[config.mk]
export PLATFORM = sky130hd
export DESIGN_NAME = collision_event_scheduler_flat
export DESIGN_NICKNAME = d
export VERILOG_FILES = /design/src/rtl/collision_event_scheduler_if.sv /design/src/rtl/collision_event_scheduler.sv /design/src/flat_wrapper.sv
export SDC_FILE = /design/constraint.sdc
export NUM_CORES = 1
export LEC_CHECK = 0
export CORE_AREA = 4 4 75 77
export DETAILED_ROUTE_END_ITERATION = 16
export DIE_AREA = 0 0 79 81
export PLACE_DENSITY_LB_ADDON = 0.12
export SKIP_CTS_REPAIR_TIMING = 1
export SYNTH_ARGS = -nofsm -noshare
export SYNTH_HDL_FRONTEND = slang
export SYNTH_SLANG_ARGS = --single-unit
[constraint.sdc]
create_clock -name clk -period 3.7 [get_ports clk]
set_input_delay 1.11 -clock clk [delete_from_list [all_inputs] [get_ports clk]]
set_output_delay 1.11 -clock clk [all_outputs]
set_load 0.005 [all_outputs]
[src/rtl/collision_event_scheduler_if.sv]
// Valid/ack event channel from the collision scheduler to the game-logic FSM.
interface collision_event_scheduler_if #(
    parameter int IDW = 2
);
    logic           event_valid;
    logic [IDW-1:0] event_id;
    logic           event_ack;

    modport master (output event_valid, output event_id, input event_ack);
    modport slave  (input event_valid, input event_id, output event_ack);
endinterface

[src/rtl/collision_event_scheduler.sv]
// Accumulates player/object pixel overlaps per frame, snapshots them at startOfFrame
// and reports one event per colliding object in index order, with per-object hold-off.
module collision_event_scheduler #(
    parameter int NUM_OBJ        = 4,
    parameter int HOLDOFF_FRAMES = 2
) (
    input  logic                 clk,
    input  logic                 resetN,
    input  logic                 startOfFrame,
    input  logic                 player_dr,
    input  logic [NUM_OBJ-1:0]   obj_dr,
    input  logic [NUM_OBJ-1:0]   obj_enable,
    collision_event_scheduler_if.master evt,
    output logic                 any_collision,
    output logic [7:0]           missed_events
);
    localparam int IDW = (NUM_OBJ > 1) ? $clog2(NUM_OBJ) : 1;

    localparam logic [0:0] S_IDLE   = 1'b0;
    localparam logic [0:0] S_REPORT = 1'b1;

    logic [0:0]         state, state_nxt;
    logic [NUM_OBJ-1:0] hit_now, hit_pend, report, report_nxt;
    logic [NUM_OBJ-1:0] snapshot, ack_clr, dropped;
    logic [3:0]         holdoff [NUM_OBJ];
    logic [IDW-1:0]     low_id;
    logic               low_found, fire;
    logic [4:0]         drop_cnt;
    logic [8:0]         missed_sum;

    always_comb begin
        hit_now = '0;
        for (int unsigned i = 0; i < NUM_OBJ; i++)
            hit_now[i] = player_dr & obj_dr[i] & obj_enable[i] & (holdoff[i] == 4'd0);
    end

    // Lowest set report bit is the presented id; an ack clears exactly that bit.
    assign fire = (state == S_REPORT) & evt.event_ack;

    always_comb begin
        low_id    = '0;
        low_found = 1'b0;
        ack_clr   = '0;
        for (int unsigned i = 0; i < NUM_OBJ; i++) begin
            if (report[i] && !low_found) begin
                low_id     = IDW'(i);
                low_found  = 1'b1;
                ack_clr[i] = fire;
            end
        end
    end

    assign snapshot = hit_pend & obj_enable;
    assign dropped  = report & obj_enable & ~ack_clr;

    always_comb begin
        drop_cnt = '0;
        for (int unsigned i = 0; i < NUM_OBJ; i++)
            drop_cnt = drop_cnt + 5'(dropped[i]);
    end

    assign missed_sum = {1'b0, missed_events} + 9'(drop_cnt);
    assign report_nxt = startOfFrame ? snapshot : (report & obj_enable & ~ack_clr);
    assign state_nxt  = (report_nxt != '0) ? S_REPORT : S_IDLE;

    always_ff @(posedge clk or negedge resetN) begin
        if (!resetN) begin
            state         <= S_IDLE;
            hit_pend      <= '0;
            report        <= '0;
            any_collision <= 1'b0;
            missed_events <= '0;
            for (int unsigned i = 0; i < NUM_OBJ; i++)
                holdoff[i] <= '0;
        end else begin
            state  <= state_nxt;
            report <= report_nxt;
            if (startOfFrame) begin
                hit_pend      <= hit_now;
                any_collision <= |hit_now;
                missed_events <= missed_sum[8] ? 8'hFF : missed_sum[7:0];
                // A fresh report reloads the counter in preference to decrementing it.
                for (int unsigned i = 0; i < NUM_OBJ; i++) begin
                    if (snapshot[i] && (HOLDOFF_FRAMES != 0))
                        holdoff[i] <= 4'(HOLDOFF_FRAMES);
                    else if (holdoff[i] != 4'd0)
                        holdoff[i] <= holdoff[i] - 4'd1;
                end
            end else begin
                hit_pend      <= (hit_pend | hit_now) & obj_enable;
                any_collision <= any_collision | (|hit_now);
            end
        end
    end

    assign evt.event_valid = (state == S_REPORT);
    assign evt.event_id    = low_id;
endmodule

[src/flat_wrapper.sv]
// flat-port wrapper written by rule: the top's interface ports become plain ports
module collision_event_scheduler_flat 
#(
    parameter int NUM_OBJ        = 4,
    parameter int HOLDOFF_FRAMES = 2
)
  (clk, resetN, startOfFrame, player_dr, obj_dr, obj_enable, any_collision, missed_events, evt_event_valid, evt_event_id, evt_event_ack);
  collision_event_scheduler_if #(.IDW(2)) evt_i ();
  input  logic clk;
  input  logic resetN;
  input  logic startOfFrame;
  input  logic player_dr;
  input  logic [NUM_OBJ-1:0] obj_dr;
  input  logic [NUM_OBJ-1:0] obj_enable;
  output logic any_collision;
  output logic [7:0] missed_events;
  output wire logic [$bits(evt_i.event_valid)-1:0] evt_event_valid;
  output wire logic [$bits(evt_i.event_id)-1:0] evt_event_id;
  input wire logic [$bits(evt_i.event_ack)-1:0] evt_event_ack;
  assign evt_event_valid = evt_i.event_valid;
  assign evt_event_id = evt_i.event_id;
  assign evt_i.event_ack = evt_event_ack;
  collision_event_scheduler #(.NUM_OBJ(NUM_OBJ), .HOLDOFF_FRAMES(HOLDOFF_FRAMES)) u_core (.clk(clk), .resetN(resetN), .startOfFrame(startOfFrame), .player_dr(player_dr), .obj_dr(obj_dr), .obj_enable(obj_enable), .evt(evt_i), .any_collision(any_collision), .missed_events(missed_events));
endmodule
# Word level (Yosys, flattened, before mapping)
# Index checks and enable logic that the tools add are counted.
[word_totals]
ff_bits = 34
wordCells = 84
[classes]
addsub = 8
n_mux = 23
bitwise = 20
n_reduce_logical = 24
[op_table]
columns = ["op", "count"]
rows = [
  ["$mux W4", 10],
  ["$reduce_bool A4 Y1", 5],
  ["$and A4 B4 Y4", 4],
  ["$logic_not A4 Y1", 4],
  ["$sub A4 B1 Y4 const B", 4],
  ["$and A1 B1 Y1", 13],
  ["$add A5 B1 Y5", 2],
  ["$mux W1", 10],
  ["$add A8 B5 Y9", 1],
  ["$mux W8", 1],
  ["$reduce_and A2 Y1", 4],
  ["$reduce_bool A2 Y1", 4],
  ["$mux W2", 2],
  ["$not A4 Y4", 1],
  ["$or A4 B4 Y4", 1],
  ["$reduce_or A4 Y1", 1],
  ["$logic_and A1 B1 Y1", 3],
  ["$logic_not A1 Y1", 3],
  ["$add A1 B1 Y2", 1],
  ["$or A1 B1 Y1", 1],
]

# Longest topological paths before layout
# Gate-level depths: netlist of run 1.
[depth]
ltp_word = 17
depth_mapped = 13
depth_no_buf = 13

# Least setup slack after synthesis of run 1
# Ideal clock, no wire load.
[synth_path]
path_type = "in2reg"
startpoint = "input evt_event_ack"
endpoint = "register u_core.missed_events[5]"
setup_ps = 128
t_arrival_ps = 3297
slack_ps = 275
path_stages = 13
path_buffers = 0
path_cell_list = "nand3b_4 > and3_1 > ha_1 > inv_1 > fa_1 > inv_1 > ha_1 > inv_1 > fa_1 > nor2b_1 > o211ai_1 > nand2_1 > mux2_1"
[synth_between]
elab_chain_cells = 9
elab_cells_between_ends = 12
[synth_rtl]
columns = ["item", "line", "text"]
rows = [
  ["from (decl)", "flat_wrapper.sv:19", "input wire logic [$bits(evt_i.event_ack)-1:0] evt_event_ack;"],
  ["$and A1 B1 Y1 (*)", "collision_event_scheduler.sv:38", "assign fire = (state == S_REPORT) & evt.event_ack;"],
  ["$mux W1", "collision_event_scheduler.sv:45", "if (report[i] && !low_found) begin"],
  ["$not A4 Y4 (*)", "collision_event_scheduler.sv:54", "assign dropped = report & obj_enable & ~ack_clr;"],
  ["$and A4 B4 Y4 (*)", "collision_event_scheduler.sv:54", ""],
  ["$add A1 B1 Y2", "collision_event_scheduler.sv:59", "drop_cnt = drop_cnt + 5'(dropped[i]);"],
  ["$add A5 B1 Y5", "collision_event_scheduler.sv:59", ""],
  ["$add A5 B1 Y5 (*)", "collision_event_scheduler.sv:59", ""],
  ["$add A8 B5 Y9 (*)", "collision_event_scheduler.sv:62", "assign missed_sum = {1'b0, missed_events} + 9'(drop_cnt);"],
  ["$mux W8 (*)", "collision_event_scheduler.sv:81", "missed_events <= missed_sum[8] ? 8'hFF : missed_sum[7:0];"],
  ["to (signal assigned)", "collision_event_scheduler.sv:81", ""],
  ["to (decl)", "collision_event_scheduler.sv:15", "output logic [7:0] missed_events"],
]
# Mark *: on every way between the ends. The rest lies on a longest branch, timed or not.
# A chain may end at the register's enable or synchronous reset.

# Worst setup path in the final report of run 1
[layout_path]
startpoint = "input evt_event_ack"
endpoint = "register u_core.missed_events[7]"
# Same word-level chain as after synthesis.

==> impl_metrics.json, run 1 <==
{
  "cts_root_buf": "clkbuf_8",
  "fmaxAchievable_mhz": 297.4,
  "drive_gt1_share_pct": 12.80,
  "antenna_found_initial": 0,
  "ys_seq_area_share_pct": 43.42,
  "p_leak_uw": 0.001182,
  "grt_pass1_vias": 1591,
  "syn2layout_area_growth_pct": 27.39,
  "vias_per_cell": 5.109,
  "fillerInstances": 510,
  "worst-path-buf-inv": 3,
  "die-height_um": 81,
  "final-hold-violation-count": 0,
  "grt-ovfl-total": 0,
  "grt_usage_pct": 14.12,
  "cp_slowest_stage_delay_ns": 0.35,
  "grt_max_degree": 35,
  "finalWirelength_mm": 4.174,
  "grt_pass1_wl_mm": 7.024,
  "portBuffers": 24,
  "outcome": "finished clean",
  "cts_tree": "built",
  "dr.pass1.iters": 7,
  "gp_congestion": 0.7509,
  "min_period_ns": 3.362,
  "row_count": 26,
  "ctsLongestPathBuffers": 2,
  "yosysWarnings": 0,
  "layout_common_cells": "dfrtp_1 (34), nand2_1 (28), clkdlybuf4s50_1 (21), inv_1 (16), buf_4 (14)",
  "hp-class": "flip-flop to flip-flop",
  "ios": 25,
  "cts_buffers": 5,
  "initial_core_util_pct": 39.11,
  "cts.reportedPaths.clkPinSlew_ns": 0.07,
  "crit_family": "adder cells",
  "dpl.cell_count": 312,
  "ant_nets": 0,
  "cpMostUsedCell": "ha_1",
  "die_area_mm2": 0.006399,
  "vias": 1635,
  "path_cells": "dlymetal6s2s_1 > nand2_1 > and3_1 > ha_1 > inv_1 > fa_1 > inv_1 > ha_1 > ha_1 > a21o_1 > a21oi_2 > nor2_1 > mux2_1",
  "yosysUniqueCellTypes": 46,
  "maxSlewHeadroom_pct": 68.74,
  "syn-cell-area_mm2": 0.001959,
  "worst_slew_pin_slew_ns": 0.4679,
  "rsz0062_at_grt": "no",
  "antenna_cells": 0,
  "netlist_instances": 208,
  "synth.net_count": 233,
  "crit_type": "primary input to flip-flop",
  "insertion_delay_ns": 0.28,
  "coreArea_mm2": 0.005010,
  "drtIter0Drc": 40,
  "min_period_over_period_pct": 90.86,
  "worstSetupEndpointType": "flip-flop",
  "cts.sinks": 34,
  "wire_per_inst_um": 13.04,
  "skew_ns": 0.005878,
  "ys_ff_latch": 34,
  "setup_violations": 0,
  "ir_drop_v": 0.0002855,
  "whs_ns": 0.4828,
  "crit_slowest_cell": "fa_1",
  "drc_errors": 0,
  "hpwl_mm": 3.146,
  "cp_data_required_time_ns": 3.87,
  "die_w_um": 79,
  "r2r_slack_ns": 0.82,
  "critPathMaxFanout": 2,
  "drv_slew": 0,
  "final_common_cell": "dfrtp_1",
  "synth.avg_cell_area_um2": 9.420,
  "max_cap_viol_count": 0,
  "critPathLaunchType": "primary input",
  "nets": 274,
  "cp.arrival_ns": 3.53,
  "powerDensity_mw_per_mm2": 518.2,
  "final_cells": 320,
  "h-tree-depth": 2
}
power by group:
part	leakage, uW	switching (uW)	total (uW)	internal (uW)
logic	0.000696	187	399	212
registers	0.000428	90.0	563	473
clock network	0.0000579	134	332	198
total	0.00118	411	1290	883
flip-flops by register name, indices dropped and copies added, names as in the netlist:
name	count
u_core.any_collision	1
u_core.evt.event_valid	1
u_core.hit_pend	4
u_core.holdoff	16
u_core.missed_events	8
u_core.report	4
Yosys cell counts (all sizes together):
library cell   n  area share [%]
a21boi         3             1.1
a21o           2            0.77
a21oi          6             1.5
a221o          1            0.51
a22o           3             1.3
a22oi          3             1.1
a31oi          2            0.64
a32o           1            0.51
a32oi          3             1.3
a41oi          2            0.89
and2           4             1.3
and3           5             1.6
and3b          1            0.45
buf            4            0.96
dfrtp         34              43
fa             2             2.0
ha            10             6.4
inv           18             3.4
mux2           5             2.9
mux2i          2             1.0
nand2         28             5.4
nand2b         2            0.64
nand3         10             2.6
nand3b         2             1.4
nand4b         1            0.45
nor2          10             2.0
nor2b          8             2.6
nor3           6             1.5
nor3b          4             1.5
nor4           1            0.32
o211ai         2            0.77
o21ai         14             3.6
o22ai          1            0.32
o2bb2ai        1            0.45
o311ai         1            0.83
o41ai          1            0.45
or2            1            0.32
or3            1            0.32
or4            1            0.38
xnor2          2            0.89
stage by stage:
stage | power, uW | area, um^2 | setup TNS, ns | worst slack (ns) | utilization (%)
final | 1294 | 2496 | 0 | 0.3381 | 49.83
after global routing | 1399 | 2496 | 0 | 0.1707 | 49.83
after CTS | 1313 | 2482 | -0.1806 | -0.09176 | 49.55
after detailed placement | 973.3 | 2374 | -2.392 | -0.3917 | 47.38
after global placement | 962.8 | 2374 | -2.163 | -0.3775 | 47.38
after floorplan | 829.2 | 1959 | 0 | 0.2750 | -
per-layer routing:
metal	share of wire (%)	global-route usage, %
met5	0	0
met1	45	16.71
met2	51	25.08
met4	1.0	4.639
met3	3.3	3.548
cell type report:
| class | instances | area [um^2] | area share [%] |
|---|---|---|---|
| inverter | 18 | 67.56 | 2.707 |
| clock inverter | 3 | 40.04 | 1.604 |
| sequential | 34 | 850.8 | 34.09 |
| tap | 70 | 87.58 | 3.509 |
| multi-input combinational | 152 | 1028 | 41.20 |
| clock buffer | 5 | 68.82 | 2.757 |
| timing repair buffer | 38 | 352.8 | 14.14 |
logic make-up (layout without fill, tap and decap cells):
group / after synthesis / in the layout / share of synthesized area (%)
muxes: 7 / 7 / 3.895
DFF: 34 / 34 / 43.42
buffers and inverters: 22 / 64 / 4.405
adders and majority gates: 12 / 12 / 8.429
AOI/OAI and AO/OA: 46 / 46 / 16.22
and+or+nand+nor: 85 / 85 / 22.73
xor gates and xnor gates: 2 / 2 / 0.8942
final timing paths:
kind | startpoint | end | cells past startpoint
min | u_core.holdoff[0] | u_core.holdoff[0] | 1
min in group asynchronous | resetN | u_core.evt.event_valid | 2
min reg2reg | u_core.holdoff[0] | u_core.holdoff[0] | 1
max reg2reg | u_core.report[0] | u_core.missed_events[7] | 12
max in group asynchronous | resetN | u_core.holdoff[0] | 2
max | evt_event_ack | u_core.missed_events[7] | 13
Power figures use the tool's default switching activity.
==> inputs of run 2 (changes only) <==
Settings changed: CAP_MARGIN set to 20, HOLD_SLACK_MARGIN set to 0.08, SKIP_LAST_GASP set to 1.
==> results of run 2 <==
Final layout, timing and power as in run 1 (identical DEF).
==> inputs of run 3 (changes only) <==
Settings changed: ABC_AREA set to 1, CORE_AREA 4 4 75 77 to 4 4 77 79, DIE_AREA 0 0 79 81 to 0 0 81 83.
==> impl_metrics.json, run 3 <==
{
  "outcome": "finished clean",
  "cts.sinks": 34,
  "synthAdderAreaFrac_pct": 8.064,
  "min_period_ns": 3.289,
  "dr.pass1.iters": 4,
  "switchingPower_uw": 555.2,
  "netSwitchingFraction_pct": 37.86,
  "synth.area.mux_share_pct": 0,
  "layout_common_cells": "nand2_1 (46), inv_1 (38), dfrtp_1 (34), nand3_1 (32), clkdlybuf4s50_1 (21)",
  "yosys.area_share.simple_pct": 30.48,
  "hold_path.startpoint": "u_core.holdoff[11]",
  "die-height_um": 83,
  "critPathMaxFanout": 3,
  "rr_worst_depth": 15,
  "synth_flop_cell": "dfrtp_1",
  "ctsLongestPathBuffers": 2,
  "largest_register_ffs": 16,
  "dpl.cell_count": 356,
  "grt_pass1_wl_mm": 7.741,
  "grt_pass1_vias": 1703,
  "hpwl_mm": 3.274,
  "fmaxAchievable_mhz": 304.1,
  "min_period_over_period_pct": 88.88,
  "utilization_pct": 47.42,
  "crit_slowest_cell": "clkdlybuf4s50_1",
  "drv_slew": 0,
  "yosys-top-cells-count": "nand2_1 (47), inv_1 (40), dfrtp_1 (34)",
  "coreArea_mm2": 0.005338,
  "synth-compound-area-share_pct": 7.636,
  "die_w_um": 81,
  "grt_usage_pct": 14.52,
  "r2r-start": "u_core.report[0]",
  "grt_max_degree": 35,
  "ant_nets": 0,
  "final-hold-violation-count": 0,
  "worstSetupEndpointType": "flip-flop",
  "cp_slowest_stage_delay_ns": 0.51,
  "drc_errors": 0,
  "yosysUniqueCellTypes": 31,
  "vias_per_cell": 4.742,
  "crit_family": "adder cells",
  "hp-class": "flip-flop to flip-flop",
  "min_to": "u_core.holdoff[11]",
  "cts_tree": "built",
  "worst-path-buf-inv": 5,
  "p_seq_share_pct": 38.3,
  "internal_power_uw": 911.4,
  "worst_slew_pin_slew_ns": 0.4551,
  "drive_gt1_share_pct": 14.68,
  "insertion_delay_ns": 0.28,
  "portBuffers": 24,
  "async_flop_share_pct": 100.0,
  "syn-cell-area_mm2": 0.002048,
  "synth_top_family_by_area": "simple AND/OR/NAND/NOR gates",
  "r2r_slack_ns": 1.03,
  "cts.reportedPaths.clkPinSlew_ns": 0.07,
  "syn2layout_area_growth_pct": 23.58,
  "synth_edf_count": 0,
  "maxSlewHeadroom_pct": 69.66,
  "max_cap_viol_count": 0,
  "p_comb_share_pct": 42.6,
  "drtIter0Drc": 60,
  "final_cells": 365,
  "top_regs": "u_core.holdoff (16), u_core.missed_events (8)",
  "synth.avg_cell_area_um2": 8.064,
  "rsz0062_at_grt": "no",
  "yosys-top-cells-area": "dfrtp_1 (42%), nand2_1 (8.6%), nand3_1 (8.1%), inv_1 (7.3%), ha_1 (6.1%)",
  "cp.depth": 15,
  "p_leak_uw": 0.001305,
  "antenna_cells": 0,
  "final_common_cell": "nand2_1",
  "die_area_mm2": 0.006723,
  "path_cells": "clkdlybuf4s50_1 > nand2_1 > inv_1 > nand2_1 > fa_1 > inv_1 > ha_2 > inv_1 > fa_1 > inv_1 > nand2_1 > nand2_1 > nand3_2 > o21ai_0 > nand2_1",
  "crit_type": "primary input to flip-flop",
  "ys_ff_latch": 34,
  "synth.net_count": 279,
  "finalPower_uw": 1467,
  "synth.most_common_cell": "nand2_1",
  "setup_violations": 0,
  "cts_buffers": 5,
  "grt-ovfl-total": 0,
  "min_path_cells": 2,
  "cts_root_buf": "clkbuf_8",
  "skew_ns": 0.005030,
  "ios": 25,
  "critPathLaunchType": "primary input",
  "yosysWarnings": 0,
  "synth_top_cell_by_area": "dfrtp_1",
  "ir_drop_v": 0.0002951,
  "fillerInstances": 553,
  "cp.arrival_ns": 3.45,
  "gp_congestion": 0.8177,
  "initial_core_util_pct": 38.37,
  "regMostFlops": "u_core.holdoff",
  "p_clk_share_pct": 19.1,
  "antenna_found_initial": 0,
  "wire_per_inst_um": 12.01,
  "cp_data_required_time_ns": 3.86,
  "yosys.area_share.xor_xnor_pct": 1.710,
  "netlist_instances": 254,
  "r2r-end": "u_core.missed_events[6]",
  "synth_top_area_share_pct": 41.54,
  "finalWirelength_mm": 4.385,
  "h-tree-depth": 2,
  "cpMostUsedCell": "nand2_1",
  "vias": 1731,
  "nets": 317,
  "ys_seq_area_share_pct": 41.54,
  "powerDensity_mw_per_mm2": 579.4,
  "row_count": 27
}
## run 3: routing by layer
layer  vias to the layer above  global-route usage [%]  share of wire [%]  routed length, um
met5                         -                       0                  0                  0
met4                         0                   3.994               0.59                 26
met3                         2                   3.037                3.0                133
met2                        23                   22.40                 47               2050
met1                       797                   20.44                 50               2175
li1                        909                       -                  -                  -
## run 3: layout make-up
cell class | count | area [um^2] | area share [%]
Sequential cell | 34 | 850.8 | 33.61
Multi-Input combinational cell | 170 | 991.0 | 39.15
Clock buffer | 7 | 86.33 | 3.411
Inverter | 46 | 177.7 | 7.019
Clock inverter | 1 | 5.005 | 0.1977
Tap cell | 72 | 90.09 | 3.559
Timing Repair Buffer | 35 | 330.3 | 13.05
## run 3: per-stage QoR
| stage | area [um^2] | hold slack, ns | TNS [ns] | setup WS [ns] |
|---|---|---|---|---|
| 5_1_grt | 2531 | 0.5454 | 0 | 0.1925 |
| 3_5_place_dp | 2415 | 0.5067 | -1.762 | -0.2454 |
| 3_3_place_gp | 2415 | 0.5022 | -1.314 | -0.1803 |
| 4_1_cts | 2506 | 0.5233 | 0 | 0.06092 |
| 2_1_floorplan | 2048 | 0.4744 | 0 | 0.3821 |
| 6_report | 2531 | 0.5187 | 0 | 0.4114 |
## run 3: logic make-up (layout without fill, tap and decap cells)
kind of cell,Yosys count,count (layout)
and+or+nand+nor,126,126
adders and majority gates,12,12
xor gates and xnor gates,4,4
AOI/OAI and AO/OA,28,28
DFF,34,34
buffers and inverters,50,89
## run 3: worst max-delay path by stage
stage | start | end | slack (ns)
after floorplan | evt_event_ack | u_core.missed_events[4] | 0.38
after global placement | evt_event_ack | u_core.missed_events[4] | -0.18
after detailed placement | evt_event_ack | u_core.missed_events[4] | -0.25
after CTS | evt_event_ack | u_core.missed_events[4] | 0.06
after global routing | obj_enable[2] | u_core.missed_events[4] | 0.19
final | obj_enable[2] | u_core.missed_events[6] | 0.41
## run 3: power groups by stage
stage / clock network (uW) / logic, uW / registers (uW)
finish: 280 / 624 / 562
global route: 316 / 730 / 585
CTS: 298 / 626 / 563
detailed placement: 0 / 624 / 569
global placement: 0 / 610 / 569
floorplan: 0 / 451 / 556
## run 3: worst register-to-register path: stages (launching register included)
cell and delay (ns):
dfrtp_1 0.43, inv_1 0.09, a21oi_1 0.16, ha_1 0.24
inv_1 0.06, fa_1 0.40, inv_1 0.07, ha_2 0.16
inv_1 0.05, fa_1 0.35, inv_1 0.08, nand2_1 0.06
nand2_1 0.08, nand3_2 0.09, o21ai_0 0.17, nand2_1 0.07
